### config.mk
export PLATFORM = sky130hd
export DESIGN_NAME = timer_apb_slave
export DESIGN_NICKNAME = d
export VERILOG_FILES = /design/src/rtl/timer_pkg.sv /design/src/rtl/timer_apb_fsm.sv /design/src/rtl/timer_apb_slave.sv
export SDC_FILE = /design/constraint.sdc
export NUM_CORES = 1
export LEC_CHECK = 0
export CORE_MARGIN = 5
export CORE_UTILIZATION = 43
export CTS_CLUSTER_DIAMETER = 50
export DETAILED_ROUTE_END_ITERATION = 8
export GPL_TIMING_DRIVEN = 0
export PLACE_DENSITY = 0.85
export SYNTH_ARGS = -nofsm -noshare
export SYNTH_HDL_FRONTEND = slang
export SYNTH_SLANG_ARGS = --single-unit
### constraint.sdc
create_clock -name pclk -period 2.5 [get_ports pclk]
set_input_delay 0.375 -clock pclk [delete_from_list [all_inputs] [get_ports pclk]]
set_output_delay 0.375 -clock pclk [all_outputs]
set_load 0.02 [all_outputs]
### src/rtl/timer_pkg.sv
// Shared constants and types for the 8-bit timer APB register block.
package timer_pkg;

  // Register addresses
  localparam logic [7:0] ADDR_TDR  = 8'h00;
  localparam logic [7:0] ADDR_TCR  = 8'h01;
  localparam logic [7:0] ADDR_TSR  = 8'h02;
  localparam logic [7:0] ADDR_TCNT = 8'h03;

  // TCR bit positions; bits 6 and 3:2 are reserved
  localparam int TCR_LOAD    = 7;
  localparam int TCR_DIR     = 5;
  localparam int TCR_EN      = 4;
  localparam int TCR_CKS_LSB = 0;
  localparam logic [7:0] TCR_MASK = 8'hB3;

  // TSR bit positions
  localparam int TSR_OVF = 0;
  localparam int TSR_UDF = 1;

  // Reset values
  localparam logic [7:0] TDR_RST = 8'h00;
  localparam logic [7:0] TCR_RST = 8'h00;
  localparam logic       TSR_RST = 1'b0;

  typedef enum logic [1:0] {
    IDLE   = 2'd0,
    SETUP  = 2'd1,
    ACCESS = 2'd2
  } apb_state_t;

endpackage

### src/rtl/timer_apb_fsm.sv
// APB transfer sequencer: tracks SETUP/ACCESS, inserts wait states and
// raises pready for exactly one cycle per completed transfer.
module timer_apb_fsm #(
  parameter int WAIT_CYCLES = 0
) (
  input  logic pclk,
  input  logic preset,
  input  logic psel,
  input  logic penable,
  output logic pready
);
  import timer_pkg::*;

  apb_state_t state, state_nxt;
  logic [1:0] wcnt, wcnt_nxt;

  // State and wait counter registers
  always_ff @(posedge pclk or posedge preset) begin
    if (preset) begin
      state <= IDLE;
      wcnt  <= 2'd0;
    end else begin
      state <= state_nxt;
      wcnt  <= wcnt_nxt;
    end
  end

  // Next state; pready is the access strobe the top commits on
  always_comb begin
    state_nxt = state;
    wcnt_nxt  = wcnt;
    pready    = 1'b0;
    case (state)
      // penable without a preceding setup is ignored (stay idle)
      IDLE: if (psel && !penable) state_nxt = SETUP;
      SETUP: begin
        if (!psel) state_nxt = IDLE;
        else if (penable) begin
          state_nxt = ACCESS;
          wcnt_nxt  = 2'(WAIT_CYCLES);
        end
      end
      ACCESS: begin
        if (!psel) state_nxt = IDLE;          // aborted: no strobe
        else if (wcnt != 2'd0) wcnt_nxt = wcnt - 2'd1;
        else begin
          pready    = 1'b1;
          state_nxt = (!penable) ? SETUP : IDLE;
        end
      end
      default: state_nxt = IDLE;
    endcase
  end

endmodule

### src/rtl/timer_apb_slave.sv
// Timer APB register block: TDR/TCR control registers, sticky TSR flags,
// read-only TCNT window and error response for unmapped or illegal access.
module timer_apb_slave #(
  parameter int WAIT_CYCLES = 0,
  parameter int ADDR_W      = 8
) (
  input  logic              pclk,
  input  logic              preset,
  input  logic              psel,
  input  logic              penable,
  input  logic              pwrite,
  input  logic [ADDR_W-1:0] paddr,
  input  logic [7:0]        pwdata,
  output logic [7:0]        prdata,
  output logic              pready,
  output logic              pslverr,
  input  logic [7:0]        tcnt_i,
  input  logic              ovf_set_i,
  input  logic              udf_set_i,
  output logic [7:0]        tdr_o,
  output logic              load_o,
  output logic              dir_o,
  output logic              en_o,
  output logic [1:0]        cks_o
);
  import timer_pkg::*;

  logic [7:0] tdr, tcr, rdata;
  logic       ovf, udf;
  logic       err, wr, clr_ovf, clr_udf;

  timer_apb_fsm #(.WAIT_CYCLES(WAIT_CYCLES)) u_fsm (
    .pclk    (pclk),
    .preset  (preset),
    .psel    (psel),
    .penable (penable),
    .pready  (pready)
  );

  // Unmapped address or write to the read-only counter window
  always_comb begin
    err = (paddr > ADDR_W'(ADDR_TCNT)) ||
          (pwrite && (paddr == ADDR_W'(ADDR_TCNT)));
  end

  assign wr      = pready && pwrite && !err;
  assign pslverr = pready && err;
  assign clr_ovf = wr && (paddr == ADDR_W'(ADDR_TSR)) && !pwdata[TSR_OVF];
  assign clr_udf = wr && (paddr == ADDR_W'(ADDR_TSR)) && !pwdata[TSR_UDF];

  // Read mux straight off the register flops so TCNT is sampled in the
  // pready cycle itself
  always_comb begin
    rdata = 8'h00;
    case (paddr)
      ADDR_W'(ADDR_TDR):  rdata = tdr;
      ADDR_W'(ADDR_TCR):  rdata = tcr;
      ADDR_W'(ADDR_TSR):  begin
        rdata[TSR_OVF] = ovf;
        rdata[TSR_UDF] = udf;
      end
      ADDR_W'(ADDR_TCNT): rdata = tcnt_i;
      default:            rdata = 8'h00;
    endcase
  end

  assign prdata = (pready && !pwrite && !err) ? rdata : 8'h00;

  // Control registers; reserved TCR bits are dropped on write
  always_ff @(posedge pclk or posedge preset) begin
    if (preset) begin
      tdr <= TDR_RST;
      tcr <= TCR_RST;
    end else if (wr) begin
      if (paddr == ADDR_W'(ADDR_TDR)) tdr <= pwdata;
      if (paddr == ADDR_W'(ADDR_TCR)) tcr <= pwdata & TCR_MASK;
    end
  end

  // Sticky status flags: hardware set beats a write-zero clear
  always_ff @(posedge pclk or posedge preset) begin
    if (preset) begin
      ovf <= TSR_RST;
      udf <= TSR_RST;
    end else begin
      ovf <= ovf_set_i | (ovf & ~clr_ovf);
      udf <= udf_set_i | (udf & ~clr_udf);
    end
  end

  assign tdr_o  = tdr;
  assign load_o = tcr[TCR_LOAD];
  assign dir_o  = tcr[TCR_DIR];
  assign en_o   = tcr[TCR_EN];
  assign cks_o  = tcr[TCR_CKS_LSB +: 2];

endmodule

==> flow_summary.toml, run 1 <==
[worst_hold_path]
timing.hold.worst.class = "input pin to asynchronous set/reset pin"

[placed_design]
placedCellCount = 174
postPlaceCellArea_um2 = 1650
port_buffers = 51
dp.final_hpwl_mm = 2.39
globalplace.congestion = 0.739

[critical_path]
data_required_time_of_the_critical_path_ps = 2120
regToRegEndpoint = "tdr_o[0]$_DFFE_PP0P_"
critPathKind = "flip-flop to output pin"
cp_max_fo = 6
timing.critical_path.buf_inv = 4
critPathSlowestCell = "dfrtp_1"
worstPathCellList = "inv_1 > ha_1 > and4b_1 > buf_2 > nand4b_1 > buf_4 > nor3_1 > buf_2"
crit_path_max_incr_delay_ps = 410
worst_setup_path_end_kind = "output pin"
timing.reg2reg.worst_path_depth = 7
worst_r2r_startpoint = "u_fsm.wcnt[0]$_DFFE_PP0P_"
crit_arrival_ps = 2010
critPathTopFamily = "buffers and inverters"
critical-path-top-cell-by-count = "buf_2"
critical_path.startpoint_type = "flip-flop"
ff2ff_setup_slack_ps = 700

[pwr]
ir_worst_vdd_v = 0.000318
comb_power_share = 0.170
p_int_uw = 429
p_switching_uw = 142
leakage_uw = 0.000750
power.share.switching = 0.249
seq_power_share = 0.548
power.clock.fraction = 0.281
p_per_area_nw_per_um2 = 342

[drt]
wl_mm = 3.00
detailedRoute.firstIterationViolations = 27
wire_length_per_cell_after_detailed_routing_um = 16.7
ant_nets = 0
detail_route.first_pass.iterations = 4
vias = 963
drt_drc_violations_left = 0
via_per_inst = 5.35

[layout]
final_cell_area_um2 = 1670
area_growth_pct = 51.6
drive_gt1_frac = 0.273
nets = 183
n_antenna_cell = 0
final_core_density = 0.680
fin_cells = 180
final_cell_mix = "clkdlybuf4s50_1 (42), dfrtp_1 (19), nor2_1 (8), mux2_4 (8)"
final_common_cell = "clkdlybuf4s50_1"

[floorplanning]
floorplan_die_area_um2 = 3670
die_y_um = 60.6
placement_rows = 18
placeableCoreArea_um2 = 2450
die_width_um = 60.6
boundaryPins = 54
initial_core_util = 0.449

[clock_tree]
cts_hold_repair.buffers = 0
clk_transition_reported_paths_ps = 120
insertion_delay_ps = 300
tritoncts = "built"
cts_buffers = 3
clock_tree.buffer_depth = 2
htree_num_levels = 1
clk_root_buffer_cell = "clkbuf_4"
cts.sink_count = 19

[yosys]
synth_instances = 93
syn-cell-area_um2 = 1100
post_synth_num_cell_types = 32
synth.avg_cell_area_um2 = 11.8
seq_area_frac_synth = 0.432
yosys_warnings = 0
ys_ff_latch = 19
synthesis.nets = 125

[job]
max_cap_violations = 0

[grt]
globalRoute.totalOverflow = 0
first_global_vias = 1026
grt_antenna_before_repair = 0
grt_start_max_net_pins = 20
grt_pass1_wl_mm = 4.80
global_route.usage.total = 0.174

[timing]
portion_of_the_clock_cycle_consumed_by_the_worst_path_in_the_final_layout = 0.954
timing.final.max_slew_violations = 0
report.final.hold_viol_count = 0
worst_pin_slew_ps = 732
worst_hold_slack_ps = 489
setup_repair_after_global_routing_missed_its_margin = "true"
finalWorstPathRequiredPeriod_ps = 2390
fmax_ghz = 0.419
clock_skew_ps = 8.11
totalNegativeSetupSlack_ps = 0
final-setup-viol-count = 0
relSlewSlack = 0.511

[outcome]
outcome = "complete, no violations"
## Yosys cell counts
cell type / number / area, um^2
nor3b_1: 1 / 7.51
nor4_4: 1 / 21.3
mux2i_1: 3 / 30.0
a31oi_1: 3 / 18.8
o21ai_0: 1 / 5.00
inv_1: 5 / 18.8
nor2_1: 8 / 30.0
a2bb2oi_1: 3 / 26.3
dfrtp_1: 19 / 475
nor2b_1: 3 / 18.8
mux2_4: 8 / 120
nand3b_1: 1 / 7.51
or3b_2: 1 / 8.76
and4b_1: 1 / 10.0
nand4_1: 1 / 6.26
nand2_1: 1 / 3.75
and4_4: 1 / 11.3
and3b_1: 2 / 17.5
nand2b_1: 1 / 6.26
ha_1: 1 / 12.5
clkbuf_1: 1 / 3.75
buf_2: 3 / 15.0
nor3_1: 6 / 30.0
and2_1: 1 / 6.26
buf_6: 1 / 11.3
a22oi_1: 3 / 22.5
a21boi_2: 1 / 11.3
mux4_2: 2 / 45.0
buf_1: 1 / 3.75
nand4b_1: 1 / 8.76
and4_1: 1 / 8.76
mux2_2: 7 / 78.8
## layout make-up
| class | instances | area, um^2 |
|---|---|---|
| timing repair buffer | 53 | 493 |
| sequential | 19 | 475 |
| clock inverter | 1 | 5.00 |
| inverter | 5 | 18.8 |
| clock buffer | 3 | 22.5 |
| tap | 30 | 37.5 |
| multi-input combinational | 63 | 583 |
| fill | 187 | 786 |
| buffer | 6 | 33.8 |
## metrics by stage
| stage | setup slack (ps) | power, uW |
|---|---|---|
| 2_1_floorplan | 369 | 357 |
| 3_3_place_gp | -450 | 413 |
| 3_5_place_dp | -436 | 416 |
| 4_1_cts | 8.44 | 573 |
| 5_1_grt | -4.46 | 597 |
| 6_report | 114 | 571 |
## power by group through the flow
stage,clock network [uW],registers [uW],logic [uW]
finish,161,313,97.4
global route,178,314,106
CTS,162,313,97.7
detailed placement,0,319,97.3
global placement,0,319,94.3
floorplan,0,319,37.7
## how the worst max path moves through the flow
stage                                    startpoint        end  slack [ps]  cells past startpoint
after global routing      u_fsm.wcnt[0]$_DFFE_PP0P_  prdata[5]          -4                      8
after CTS                 u_fsm.wcnt[0]$_DFFE_PP0P_  prdata[6]           8                      8
after floorplan           u_fsm.wcnt[0]$_DFFE_PP0P_  prdata[2]         370                      6
after detailed placement                   paddr[3]  prdata[3]        -440                      5
after global placement                     paddr[3]  prdata[5]        -450                      5
final                     u_fsm.wcnt[0]$_DFFE_PP0P_  prdata[5]         110                      8
## state kept, by name, summed over array words and instances (netlist names)
signal	cells
tdr_o	8
tcr	5
u_fsm.state	2
u_fsm.wcnt	2
ovf	1
udf	1
## logic make-up after synthesis
kind of cell    count (synthesis)  share of synthesized area
simple gates                   31                      0.184
mux                            20                      0.249
flops                          19                      0.432
compound gates                 11                     0.0761
buf+inv                        11                     0.0477
fa+ha+maj                       1                     0.0114
## per-layer routing
layer,up-vias,wire length (um),track usage
li1,453,-,-
met4,0,8,0.0433
met1,476,1160,0.203
met2,32,1630,0.322
met5,-,0,0
met3,2,204,0.0383
## repair_timing
action	in CTS	in global routing
buffers inserted	2	0
setup endpoints to repair	8	9
cloned	0	0
resized for setup	11	30
(Power assumes the default switching activity.)
==> inputs of run 2 (changes only) <==
- GPL_TIMING_DRIVEN: 0 -> 1
- clock period: 2.5 -> 3 ns (I/O delays scaled with it)
==> flow_summary.toml, run 2 (synthesis results as in run 1) <==
[layout]
fin_cells = 180
nets = 183
final_cell_area_um2 = 1710
n_antenna_cell = 0
largest_register_ff_count = 8
final_common_cell = "clkdlybuf4s50_1"
final_cell_mix = "clkdlybuf4s50_1 (52), dfrtp_1 (19), nor2_1 (8), mux2_4 (8), mux2_2 (7)"
drive_gt1_frac = 0.200
area_growth_pct = 55.2

[clock_tree]
cts_buffers = 3
clock_tree.buffer_depth = 2
clk_transition_reported_paths_ps = 110
cts.sink_count = 19
insertion_delay_ps = 290
htree_num_levels = 1
tritoncts = "built"
clk_root_buffer_cell = "clkbuf_4"
cts_hold_repair.buffers = 0

[drt]
via_per_inst = 5.23
wire_length_per_cell_after_detailed_routing_um = 16.1
detailedRoute.firstIterationViolations = 17
detail_route.first_pass.iterations = 2
ant_nets = 0
vias = 942
drt_drc_violations_left = 0
wl_mm = 2.91

[grt]
globalRoute.totalOverflow = 0
grt_antenna_before_repair = 0
met2_usage = 0.296
grt_start_max_net_pins = 20
first_global_vias = 967
grt_pass1_wl_mm = 4.44
grt.met3_usage = 0.0298
groute.layer.met1.usage = 0.193
top_usage_layer = "met2"
global_route.usage.total = 0.163

[floorplanning]
placement_rows = 18
placeableCoreArea_um2 = 2450
die_y_um = 60.6
floorplan_die_area_um2 = 3670
initial_core_util = 0.449
boundaryPins = 54
die_width_um = 60.6

[pwr]
p_per_area_nw_per_um2 = 279
ir_worst_vdd_v = 0.000310
power.total_uw = 476
leakage_uw = 0.000729

[timing]
timing.final.max_slew_violations = 0
worst_pin_slew_ps = 739
report.final.hold_viol_count = 0
setup_repair_after_global_routing_missed_its_margin = "false"
fmax_ghz = 0.357
finalWorstPathRequiredPeriod_ps = 2800
portion_of_the_clock_cycle_consumed_by_the_worst_path_in_the_final_layout = 0.934
final-setup-viol-count = 0
clock_skew_ps = 0.938
relSlewSlack = 0.506

[placed_design]
placedCellCount = 175
postPlaceCellArea_um2 = 1670
port_buffers = 53
dp.final_hpwl_mm = 2.39
globalplace.congestion = 0.773

[critical_path]
worstPathCellList = "clkdlybuf4s50_1 > nor4_4 > nand4b_1 > buf_4 > nor3_1 > clkdlybuf4s50_1"
critical_path.startpoint_type = "input pin"
worst_setup_path_end_kind = "output pin"
crit_path_max_incr_delay_ps = 640
critPathKind = "input pin to output pin"
data_required_time_of_the_critical_path_ps = 2550
crit_arrival_ps = 2350
critical-path-top-cell-by-count = "clkdlybuf4s50_1"
cp_max_fo = 8
critPathSlowestCell = "clkdlybuf4s50_1"

[outcome]
outcome = "complete, no violations"

[worst_hold_path]
timing.hold.worst.class = "flip-flop to flip-flop"

[job]
max_cap_violations = 0
run 2: critical path: cells and delay by family:
| kind | cells | cell delay [ps] |
|---|---|---|
| and+or+nand+nor | 3 | 620 |
| buffers and inverters | 3 | 1270 |
run 2: layout make-up:
class	instances	area (um^2)
Clock buffer	4	26.3
Fill cell	186	746
Inverter	5	18.8
Multi-Input combinational cell	63	573
Sequential cell	19	475
Tap cell	30	37.5
Timing Repair Buffer	59	578
run 2: path summary, 6_finish.rpt:
check | startpoint | to | slack, ps | cells after the start
max | paddr[3] | prdata[3] | 200 | 6
min in group asynchronous | preset | tdr_o[7]$_DFFE_PP0P_ | 560 | 2
max in group asynchronous | preset | tdr_o[6]$_DFFE_PP0P_ | 1970 | 2
max reg2reg | u_fsm.wcnt[0]$_DFFE_PP0P_ | tcr[4]$_DFFE_PP0P_ | 1190 | 6
min | u_fsm.wcnt[1]$_DFFE_PP0P_ | u_fsm.wcnt[1]$_DFFE_PP0P_ | 540 | 1
min reg2reg | u_fsm.wcnt[1]$_DFFE_PP0P_ | u_fsm.wcnt[1]$_DFFE_PP0P_ | 540 | 1
run 2: through the flow:
stage / hold slack [ps] / setup TNS, ps / worst slack, ps / utilization
5_1_grt: 553 / 0 / 102 / 0.696
2_1_floorplan: 401 / 0 / 794 / -
3_5_place_dp: 519 / -9.93 / -9.93 / 0.681
3_3_place_gp: 489 / 0 / 40.0 / 0.681
4_1_cts: 545 / 0 / 88.8 / 0.695
6_report: 536 / 0 / 198 / 0.696
run 2: layer usage:
layer  vias up  part of all wire  wire length [um]
met5         -                 0                 0
met4         0             0.013                37
met3         4             0.062               179
met2        25              0.54              1560
met1       459              0.39              1130
li1        454                 -                 -
run 2: what timing repair did:
item | in CTS | in global routing
pin swaps | 1 | 0
resized for setup | 0 | 1
setup endpoints to repair | 1 | 3
setup buffers | 1 | 0
run 2: power breakdown:
part / leakage (uW) / total, uW / internal [uW] / switching, uW
combinational: 0.000461 / 84.1 / 52.9 / 31.2
clock: 0.0000150 / 131 / 51.8 / 79.4
sequential: 0.000253 / 261 / 259 / 2.32
==> variant (config.mk and constraints of run 1) <==
Put a register stage on the output `pslverr`, cleared by the reset. The value now appears one clock later. The other outputs are not delayed to match.
--- a/src/rtl/timer_apb_slave.sv
+++ b/src/rtl/timer_apb_slave.sv
@@ -44,7 +44,13 @@
   end
 
   assign wr      = pready && pwrite && !err;
-  assign pslverr = pready && err;
+  always_ff @(posedge pclk or posedge preset) begin
+    if (preset) begin
+      pslverr <= '0;
+    end else begin
+      pslverr <= pready && err;
+    end
+  end
   assign clr_ovf = wr && (paddr == ADDR_W'(ADDR_TSR)) && !pwdata[TSR_OVF];
   assign clr_udf = wr && (paddr == ADDR_W'(ADDR_TSR)) && !pwdata[TSR_UDF];
 
Function: changed (Yosys sat finds a counterexample within 4 cycles, from zero or initial values and one cycle with preset high).
==> variant against run 1 <==
- wire length grew 3.1%
- area after synthesis grew 2.3%
- setup slack gained 4.3 ps
- die area grew 1.9%
- cell area grew 0.82%
- sequential cell count grew 1
- core utilization shrank 0.67 points
- global-route usage grew 0.72 points
- total power grew 9.5%
- worst hold slack gained 10 ps
- first-iteration DRC count shrank 37%
- combinational power grew 0.9%
- register-to-register slack lost 20 ps
- critical endpoint unchanged
- largest power group unchanged
==> variant: results (changes against run 1) <==
Status:
- Run status: finished clean (unchanged).

Setup path:
- The cell count of the worst reg-to-reg path is 6 (was 7).
- The stage delay of the slowest cell on the critical path came to 410 ps (about the same).
- The maximum fanout count along the critical path is 8 (was 6).
- The capture point of the worst reg-to-reg path was tcr[5] (was tdr_o[0]).
- The critical path data arrival time is 2010 ps (about the same).
- The worst reg-to-reg setup slack is 680 ps (was 700 ps).

Timing:
- The final worst hold slack came to 499 ps (was 489 ps).
- The time the final worst path needs with I/O delays and setup was 2380 ps (was 2390 ps).
- The maximum clock skew at final layout is 7.17 ps (was 8.11 ps).
- The relative slew slack is 49.0% (was 51.1%).

Synthesis:
- Largest cells by area after synthesis: dfrtp_1 44%, mux2_4 11%, mux2_2 7.0% (was dfrtp_1 43%, mux2_4 11%, mux2_2 7.2%).
- Top post-synthesis cells by count: 20 x dfrtp_1, 8 x mux2_4, 8 x nor2_1, 7 x mux2_2, 6 x nor3_1 (was 19 x dfrtp_1, 8 x mux2_4, 8 x nor2_1, 7 x mux2_2, 6 x nor3_1).
- The synthesized netlist net count is 126 (was 125).
- The post-synthesis sequential area ratio came to 44.4% (was 43.2%).
- The largest area contributor in the netlist is dfrtp_1 (unchanged).
- The count of mapped cells out of synthesis is 94 (was 93).
- The share of flip-flops with an asynchronous set or reset is 100% (unchanged).

Placement:
- The worst setup timing slack at the placement stage is -426 ps (was -436 ps).
- The final RePlAce weighted congestion is 0.750 (was 0.739).
- The cell area reported after detailed placement came to 1670 um^2 (was 1650 um^2).
- The placed instance count is 175 (was 174).
- The HPWL after detailed placement is 2460 um (was 2390 um).

Detailed routing:
- The wire length reported by the detailed router is 3090 um (was 3000 um).
- The average wire length per cell after detail routing came to 17.2 um (was 16.7 um).
- The routed via count is 947 (was 963).
- The number of DRC markers in iteration 0 is 17 (was 27).

Layout:
- The flip-flop count of the largest register, all copies and words added is 8 (unchanged).
- The number of inserted filler cells in the final layout is 207 (was 187).
- The antenna diode instance count is 0 (unchanged).
- The share of layout cells above drive strength 1 is 26.0% (was 27.3%).

Power and ir drop:
- The switching share of total power is 24.0% (was 24.9%).
- The cell leakage power is 0.743 nW (was 0.750 nW).
- The worst voltage drop across the vdd grid is 0.000276 V (was 0.000318 V).

Global routing:
- The met2 track utilization from global routing was 31.6% (was 32.2%).
- The via count of the first global-routing pass is 1097 (was 1026).
- The first-pass GRT wire length is 4950 um (was 4800 um).
- The maximum number of pins on one net before global-route repair was 21 (was 20).
- The total global routing track utilization was 18.2% (was 17.4%).
- The global-route met1 utilization is 20.7% (was 20.3%).
- The global-route met3 utilization was 5.87% (was 3.83%).

Clock network:
- The later pin in the worst-skew pair is clocked with a latency of 310 ps.
## variant: layout make-up
cell class,instances,area [um^2],share of cell area (%)
Buffer,6,33.8,2.01
Tap cell,30,37.5,2.23
Inverter,5,18.8,1.12
Clock buffer,4,36.3,2.16
Multi-Input combinational cell,63,578,34.3
Timing Repair Buffer,52,478,28.4
Sequential cell,20,500,29.7
## variant: worst max-delay path, delay by kind of cell, from the launching register on
kind	cells	cell delay, ps
buffers and inverters	4	620
and+or+nand+nor	3	490
adders and majority gates	1	190
DFF	1	410
## variant: power by group through the flow
| stage | logic, W | clock network [W] | registers [W] |
|---|---|---|---|
| floorplan | 0.0000376 | 0 | 0.000336 |
| global placement | 0.0000940 | 0 | 0.000335 |
| detailed placement | 0.0000986 | 0 | 0.000336 |
| CTS | 0.0000992 | 0.000199 | 0.000330 |
| global route | 0.000107 | 0.000210 | 0.000330 |
| finish | 0.0000983 | 0.000197 | 0.000330 |
## variant: metal layers
metal	vias to the layer above	wire, um
met5	-	0
met4	0	61
met3	7	245
met2	33	1550
met1	449	1240
li1	458	-
## variant: what timing repair did
| item | 4_1_cts | 5_1_grt |
|---|---|---|
| cloned | 0 | 0 |
| setup endpoints to repair | 8 | 8 |
| resized for setup | 18 | 18 |
| endpoints found under the hold margin | 0 | 0 |
| setup buffers | 1 | 0 |
## variant: cell families after synthesis
group	Yosys count	share of synthesized area, %
AO/OA/AOI/OAI	11	7.44
multiplexers	20	24.3
adder cells (fa/ha/maj)	1	1.11
flip-flops	20	44.4
buffers and inverters	11	4.67
AND/OR/NAND/NOR	31	18.0
